### src/rtl/alu_seq_pkg.sv
// rtl/alu_seq_pkg.sv - shared types and ALU control constants for the op sequencer
package alu_seq_pkg;

    typedef enum logic [3:0] {
        OP_NOP = 4'h0,
        OP_LDI = 4'h1,
        OP_ADD = 4'h2,
        OP_SUB = 4'h3,
        OP_AND = 4'h4,
        OP_OR  = 4'h5,
        OP_XOR = 4'h6,
        OP_NOT = 4'h7,
        OP_INC = 4'h8,
        OP_DEC = 4'h9,
        OP_OUT = 4'hA
    } opcode_t;

    typedef enum logic [1:0] {
        ST_IDLE = 2'd0,
        ST_EXEC = 2'd1,
        ST_OUT  = 2'd2
    } state_t;

    typedef struct packed {
        logic [3:0] sel;
        logic       m;
        logic       cn;
    } alu_ctrl_t;

    // Logic-mode ops ignore carry-in; cn is parked at 1 (no carry) for them.
    localparam alu_ctrl_t CTRL_IDLE = '{sel: 4'b0000, m: 1'b1, cn: 1'b1};
    localparam alu_ctrl_t CTRL_ADD  = '{sel: 4'b1001, m: 1'b0, cn: 1'b1};
    localparam alu_ctrl_t CTRL_SUB  = '{sel: 4'b0110, m: 1'b0, cn: 1'b0};
    localparam alu_ctrl_t CTRL_AND  = '{sel: 4'b1011, m: 1'b1, cn: 1'b1};
    localparam alu_ctrl_t CTRL_OR   = '{sel: 4'b1110, m: 1'b1, cn: 1'b1};
    localparam alu_ctrl_t CTRL_XOR  = '{sel: 4'b0110, m: 1'b1, cn: 1'b1};
    localparam alu_ctrl_t CTRL_NOT  = '{sel: 4'b0000, m: 1'b1, cn: 1'b1};
    localparam alu_ctrl_t CTRL_INC  = '{sel: 4'b0000, m: 1'b0, cn: 1'b0};
    localparam alu_ctrl_t CTRL_DEC  = '{sel: 4'b1111, m: 1'b0, cn: 1'b1};

endpackage

### src/rtl/alu_op_decode.sv
// rtl/alu_op_decode.sv - combinational opcode decoder
//
// Ports:
//   op     in  4  opcode
//   ctrl   out    ALU control {sel, m, cn} for the opcode (idle values otherwise)
//   is_alu out 1  opcode executes on the ALU (ADD..DEC)
//   legal  out 1  opcode is defined (0x0..0xA)
module alu_op_decode
    import alu_seq_pkg::*;
(
    input  logic [3:0] op,
    output alu_ctrl_t  ctrl,
    output logic       is_alu,
    output logic       legal
);

    always_comb begin
        ctrl   = CTRL_IDLE;
        is_alu = 1'b0;
        legal  = 1'b1;
        case (op)
            OP_NOP, OP_LDI, OP_OUT: ;
            OP_ADD: begin ctrl = CTRL_ADD; is_alu = 1'b1; end
            OP_SUB: begin ctrl = CTRL_SUB; is_alu = 1'b1; end
            OP_AND: begin ctrl = CTRL_AND; is_alu = 1'b1; end
            OP_OR:  begin ctrl = CTRL_OR;  is_alu = 1'b1; end
            OP_XOR: begin ctrl = CTRL_XOR; is_alu = 1'b1; end
            OP_NOT: begin ctrl = CTRL_NOT; is_alu = 1'b1; end
            OP_INC: begin ctrl = CTRL_INC; is_alu = 1'b1; end
            OP_DEC: begin ctrl = CTRL_DEC; is_alu = 1'b1; end
            default: legal = 1'b0;
        endcase
    end

endmodule

### src/rtl/alu_op_sequencer.sv
// rtl/alu_op_sequencer.sv - single-issue sequencer driving an external 4-bit ALU
//
// Ports:
//   clk, rst_n             clock, synchronous active-low reset
//   instr_valid/ready      instruction handshake; instr_op opcode, instr_imm immediate
//   alu_sel/m/cn/a/b       registered controls and operands to the external ALU
//   alu_f                  combinational ALU result
//   acc, zero              accumulator and its zero flag
//   res_valid/ready/data   result handshake for the OUT instruction
//   err                    sticky illegal-opcode flag
module alu_op_sequencer
    import alu_seq_pkg::*;
#(
    parameter int EXEC_CYCLES = 1
) (
    input  logic       clk,
    input  logic       rst_n,
    input  logic       instr_valid,
    output logic       instr_ready,
    input  logic [3:0] instr_op,
    input  logic [3:0] instr_imm,
    output logic [3:0] alu_sel,
    output logic [3:0] alu_a,
    output logic [3:0] alu_b,
    output logic       alu_m,
    output logic       alu_cn,
    input  logic [3:0] alu_f,
    output logic [3:0] acc,
    output logic       zero,
    output logic       res_valid,
    input  logic       res_ready,
    output logic [3:0] res_data,
    output logic       err
);

    // Counter runs EXEC_CYCLES-1 .. 0; the edge that sees 0 captures alu_f.
    localparam logic [2:0] CNT_LOAD = 3'(EXEC_CYCLES - 1);

    state_t     state;
    logic [2:0] cnt;

    alu_ctrl_t dec_ctrl;
    logic      dec_is_alu;
    logic      dec_legal;

    alu_op_decode u_decode (
        .op     (instr_op),
        .ctrl   (dec_ctrl),
        .is_alu (dec_is_alu),
        .legal  (dec_legal)
    );

    assign instr_ready = rst_n && (state == ST_IDLE);

    always_ff @(posedge clk) begin
        if (!rst_n) begin
            state     <= ST_IDLE;
            cnt       <= 3'd0;
            acc       <= 4'h0;
            zero      <= 1'b1;
            res_valid <= 1'b0;
            res_data  <= 4'h0;
            err       <= 1'b0;
            alu_sel   <= CTRL_IDLE.sel;
            alu_m     <= CTRL_IDLE.m;
            alu_cn    <= CTRL_IDLE.cn;
            alu_a     <= 4'h0;
            alu_b     <= 4'h0;
        end else begin
            case (state)
                ST_IDLE: begin
                    if (instr_valid) begin
                        if (!dec_legal) begin
                            err <= 1'b1;
                        end else if (dec_is_alu) begin
                            state   <= ST_EXEC;
                            cnt     <= CNT_LOAD;
                            alu_sel <= dec_ctrl.sel;
                            alu_m   <= dec_ctrl.m;
                            alu_cn  <= dec_ctrl.cn;
                            alu_a   <= acc;
                            alu_b   <= instr_imm;
                        end else if (instr_op == OP_LDI) begin
                            acc   <= instr_imm;
                            zero  <= (instr_imm == 4'h0);
                            // alu_a mirrors acc whenever the ALU is idle
                            alu_a <= instr_imm;
                        end else if (instr_op == OP_OUT) begin
                            state     <= ST_OUT;
                            res_valid <= 1'b1;
                            res_data  <= acc;
                        end
                    end
                end
                ST_EXEC: begin
                    if (cnt == 3'd0) begin
                        acc     <= alu_f;
                        zero    <= (alu_f == 4'h0);
                        state   <= ST_IDLE;
                        alu_sel <= CTRL_IDLE.sel;
                        alu_m   <= CTRL_IDLE.m;
                        alu_cn  <= CTRL_IDLE.cn;
                        alu_a   <= alu_f;
                        alu_b   <= 4'h0;
                    end else begin
                        cnt <= cnt - 3'd1;
                    end
                end
                ST_OUT: begin
                    if (res_ready) begin
                        res_valid <= 1'b0;
                        state     <= ST_IDLE;
                    end
                end
                default: state <= ST_IDLE;
            endcase
        end
    end

endmodule

### config.mk
export PLATFORM = sky130hd
export DESIGN_NAME = alu_op_sequencer
export DESIGN_NICKNAME = d
export VERILOG_FILES = /design/src/rtl/alu_seq_pkg.sv /design/src/rtl/alu_op_decode.sv /design/src/rtl/alu_op_sequencer.sv
export SDC_FILE = /design/constraint.sdc
export NUM_CORES = 1
export LEC_CHECK = 0
export ABC_CLOCK_PERIOD_IN_PS = 1800
export CORE_MARGIN = 4
export CORE_UTILIZATION = 35
export CTS_BUF_LIST = sky130_fd_sc_hd__clkbuf_8
export DETAILED_ROUTE_END_ITERATION = 10
export PLACE_DENSITY = 0.68
export SYNTH_ARGS = -nofsm -noshare
export SYNTH_HDL_FRONTEND = slang
export SYNTH_SLANG_ARGS = --single-unit
### constraint.sdc
create_clock -name clk -period 1.8 [get_ports clk]
set_clock_uncertainty 0.2 [all_clocks]
set_input_delay 0.27 -clock clk [delete_from_list [all_inputs] [get_ports clk]]
set_output_delay 0.27 -clock clk [all_outputs]
set_load 0.03 [all_outputs]
**Yosys cells after proc, flatten, opt, wreduce, memory -nomap -nowiden**

Index checks and enable logic that the tools add are counted.

- Logic and storage cells: 116
- Bits of input ports: 16
- Output and inout port bits: 26
- Flip-flop bits (word level): 30

- Muxes and demuxes: 57
- Bitwise logic cells: 3
- Add/sub/neg operators: 1
- Reductions and logical operators: 18
- Equality and inequality tests: 25

Operators with widths:

| operator | count |
|---|---|
| $mux 4 | 15 |
| $pmux 6 s7 | 1 |
| $pmux 4 s2 | 4 |
| $mux 1 | 20 |
| $reduce_and 6->1 | 3 |
| $eq 4x3->1 const B | 4 |
| $ne 2x2->1 const B | 8 |
| $reduce_and 5->1 | 3 |
| $mux 2 | 7 |
| $eq 4x4->1 const B | 3 |
| $logic_not 4->1 | 3 |
| $mux 3 | 4 |
| $reduce_or 11->1 | 1 |
| $eq 4x2->1 const B | 2 |
| $pmux 1 s2 | 4 |
| $reduce_or 8->1 | 1 |
| $reduce_and 7->1 | 1 |
| $ne 3x2->1 const B | 2 |
| $pmux 2 s3 | 1 |
| $pmux 3 s2 | 1 |
| $eq 4x1->1 const B | 1 |
| $ne 2x1->1 const B | 2 |
| $reduce_bool 2->1 | 2 |
| $logic_not 3->1 | 1 |
| 8 further kinds | 10 |

**Depth between registers and ports, before layout**

- Depth after elaboration: 7
- Depth in mapped cells: 7
- Mapped depth without buffers: 6

**Modules after synthesis**

Synthesis repeated with hierarchy kept, for this count alone.

- Cells, all modules: 186
- Area total of the unflattened synthesis: 1644.1 µm²

By module, submodules not included:

| module | seq. area each (µm²) | cells each | instances | area each (µm²) |
|---|---|---|---|---|
| alu_op_sequencer | 600.6 | 163 | 1 | 1467.7 |
| alu_op_decode | 0.0 | 23 | 1 | 176.4 |

**Least setup slack after synthesis**

Ideal clock, no wire load.

- Path type: register to register
- Start: register cnt[0]
- End: register zero
- Cell stages (with the launch flop): 7
- Required time: 1.478 ns
- Path slack: -0.027 ns
- Library setup time: 0.122 ns
- Period minus slack after synthesis: 1.827 ns
- Arrival time: 1.505 ns
- Path buffers: 1
- Cells stage by stage: dfxtp_1 inv_1 ha_1 nor2b_1 a221o_2 buf_4 a311o_1

- Word-level cells in the longest chain between the ends: 3

Ends and longest elaborated chain:

| element | RTL line | source |
|---|---|---|
| start, declared | alu_op_sequencer.sv:40 | `logic [2:0] cnt;` |
| start signal, assigned | alu_op_sequencer.sv:106 | `cnt <= cnt - 3'd1;` |
| $logic_not 3->1 | alu_op_sequencer.sv:96 | `if (cnt == 3'd0) begin` |
| $ne 2x2->1 (no line) | -- |  |
| $reduce_and 6->1 (no line) | -- |  |
| end signal, assigned | alu_op_sequencer.sv:85 | `zero <= (instr_imm == 4'h0);` |
| end signal, assigned | alu_op_sequencer.sv:98 | `zero <= (alu_f == 4'h0);` |
| end, declared | alu_op_sequencer.sv:29 | `output logic zero,` |

No other way between the ends.
A chain may end at the register's enable or synchronous reset.

**Worst setup path after layout**

- Start: register alu_cn
- End: output alu_cn

RTL lines:

| element | RTL line | source |
|---|---|---|
| start, declared | alu_op_sequencer.sv:26 | `output logic alu_cn,` |
| start signal, assigned | alu_op_sequencer.sv:66 | `alu_cn <= CTRL_IDLE.cn;` |
| start signal, assigned | alu_op_sequencer.sv:80 | `alu_cn <= dec_ctrl.cn;` |
| start signal, assigned | alu_op_sequencer.sv:102 | `alu_cn <= CTRL_IDLE.cn;` |

No word-level cell between the ends.

==> out/results.tsv <==
stage	metric	value	unit
logic_synthesis	synth_compound_area_share	24.62	%
routing	first_pass_iters	4	
min_path	hold_depth	2	
die	dieArea	5882	um2
clock_network	clk_pin_slew	0.07	ns
routing	drt-initial-drc-count	133	
pwr	intPower	1.348	mW
pwr	p_switching	0.5442	mW
logic_synthesis	synth_nets	206	
routing	wirelength	4806	um
pwr	vdd_drop_max	0.0004308	V
logic_synthesis	synthSimpleGateAreaFrac	22.35	%
worst_setup_path	critPathCaptureType	primary output	
logic_synthesis	synth_most_common_cell	dfxtp_1	
clock_network	cts_sinks	30	
clock_network	cts_tree	done	
clock_network	clk_latency	0.28	ns
global_route	antenna_found_initial	0	
timing	hold_ws	0.2548	ns
pwr	leakage	1.230	nW
logic_synthesis	synth-edff-count	0	
die	initial_core_util	36.91	%
routing	via_per_inst	5.570	
cells_and_area	design_area	2654	um2
die	pin_count	42	
clock_network	numCtsBuffers	5	
timing	worst_pin_slew	0.3351	ns
global_route	grt_pass1_wl	7969	um
timing	slew_headroom	77.59	%
worst_setup_path	critical_path_class	flop to primary output	
placement	place.gp.congestion	0.7844	
global_route	grt_max_degree	22	
cells_and_area	fin_nets	286	
routing	ant_nets	0	
logic_synthesis	yosys.area.top_type_share	36.36	%
placement	dp.cells	309	
logic_synthesis	synth-seq-cells	30	
routing	wl_per_cell	14.97	um
timing	fmax	0.5628	GHz
clock_network	htreeDepth	2	
pwr	p_seq_share	38.0	%
logic_synthesis	synthMuxAreaShare	8.485	%
placement	pre_cts_ws	-0.4588	ns
logic_synthesis	synth.area.top_cells	dfxtp_1 (36%), mux2i_1 (8.5%), nand2_1 (4.1%)	
pwr	combinationalPowerShare	26.6	%
cells_and_area	area.sequential	604.3	um2
worst_setup_path	arrival	1.31	ns
routing	drc	0	
worst_setup_path	reg2regPathDepth	6	
cells_and_area	fin_cells	321	
logic_synthesis	yosys.area.top_type	dfxtp_1	
worst_setup_path	cp_num_cells	1	
logic_synthesis	yosys.area_share.adder	1.515	%
logic_synthesis	yosys.area_share.xor_xnor	1.061	%
logic_synthesis	synth_async_sr_flop_share	0	%
placement	placed_cell_area	2392	um2
logic_synthesis	synth_cells	188	
logic_synthesis	synth_common_cells	dfxtp_1 (30), nand2_1 (18), mux2i_1 (14)	
die	die_w	76.70	um
clock_network	clockRootBuffer	clkbuf_8	
worst_setup_path	critPathMaxStageDelay	0.68	ns
die	die_h	76.70	um
die	rows	24	
cells_and_area	n_antenna_cell	0	
pwr	switching_share	28.76	%
logic_synthesis	synth_ff_type	dfxtp_1	
worst_setup_path	crit_path_cell_trace	clkdlybuf4s50_1	
pwr	pwr_density_cell	713.0	nW/um2
timing	timing.setup.tns	0	ns
routing	vias	1788	
cells_and_area	fin_util	59.31	%
logic_synthesis	synth_top_family_by_area	compound AO/OA/AOI/OAI gates	
cells_and_area	drive_gt1_share	29.74	%
outcome	outcome	finished clean	
placement	port_buffers	41	
flow_run	max_cap_violations	0	
worst_setup_path	crit_required	1.33	ns
timing	hold_viol	0	
logic_synthesis	synth_warnings	0	
timing	finalCriticalPeriod	1.777	ns
worst_setup_path	start_kind	flop	
logic_synthesis	syn_area_per_cell	8.785	um2
min_path	hp-class	flop to flop	
timing	worst_slack	0.02310	ns
placement	place_hpwl	3443	um
global_route	grt_overflow	0	
clock_network	cts_max_path_buffers	2	
worst_setup_path	critPathMaxFanout	2	
logic_synthesis	ys_seq_area_share	36.36	%
worst_setup_path	critical-path-slowest-cell	clkdlybuf4s50_1	
pwr	power_frac_clock	35.4	%
worst_setup_path	cp_top_family	buffers and inverters	
logic_synthesis	ys_types	51	
pwr	power	1.892	mW
worst_setup_path	crit_buf_inv	1	
global_route	track_usage	16.54	%
timing	drv_slew	0	
logic_synthesis	syn_area	1652	um2
timing	setup_viol	0	
global_route	grt_pass1_vias	1703	
timing	fin_crit_sh	98.72	%
cells_and_area	syn2layout_area_growth	60.68	%
cells_and_area	multi_input_area	1054	um2
die	coreArea	4474	um2
cells_and_area	num-fill-cells	397	
==> worst paths after layout <==
check | from | endpoint | slack [ns]
max | alu_cn | alu_cn | 0.02
min | alu_b[2] | alu_b[2] | 0.25
max reg2reg | cnt[1] | alu_a[0] | 0.05
min reg2reg | alu_b[2] | alu_b[2] | 0.25
==> per-layer routing <==
metal / share of wire (%) / GRT usage [%]
met1: 44 / 20.83
met2: 46 / 25.87
met3: 7.8 / 5.738
met4: 2.4 / 6.341
met5: 0 / 0
==> kinds of logic after synthesis <==
group / count (synthesis)
simple gates: 66
mux: 14
fa+ha+maj: 2
flops: 30
compound gates: 53
buf+inv: 21
xor+xnor: 2
==> area by class of cell <==
| class | count | area share [%] |
|---|---|---|
| Sequential cell | 30 | 22.77 |
| Timing Repair Buffer | 86 | 29.99 |
| Clock buffer | 5 | 2.593 |
| Multi-Input combinational cell | 138 | 39.70 |
| Inverter | 7 | 0.9901 |
| Tap cell | 52 | 2.452 |
| Clock inverter | 3 | 1.509 |
==> flip-flops by register name, summed over array words and instances (netlist names) <==
signal and cells:
res_data 4, acc 4, alu_sel 4, state 2, alu_b 4, alu_cn 1
zero 1, cnt 3, res_valid 1, alu_a 4, err 1, alu_m 1
==> power by group through the flow <==
stage               registers [mW]  clock network [mW]  logic (mW)
floorplan                    0.788                   0       0.200
finish                       0.719               0.670       0.503
global route                 0.723               0.712       0.540
global placement             0.733                   0       0.462
detailed placement           0.731                   0       0.469
CTS                          0.718               0.677       0.481
==> placed cells by master (no fill, tap or decap), types with 5 or more instances in the layout <==
cell / count
a211oi_1: 5
dfxtp_1: 27
clkdlybuf4s50_1: 24
a21oi_1: 11
nand2_1: 18
nand3_1: 5
o2111ai_1: 5
clkbuf_8: 5
mux2i_1: 14
dlymetal6s2s_1: 11
buf_4: 43
nor2_1: 9
dlygate4sd2_1: 5
==> worst min-delay path, cell delays in order, from the launching register on <==
cell	delay, ns
dfxtp_1	0.31
nand2_1	0.05
mux2i_1	0.05
==> timing repair <==
item / in CTS / in global routing
cloned: 1 / 0
endpoints found under the hold margin: 0 / 0
setup endpoints to repair: 24 / 33
setup buffers: 0 / 3
pin swaps: 7 / 4
hold buffers: 0 / 0
resized for setup: 14 / 20
No activity file was read; power rests on OpenSTA's default activity.
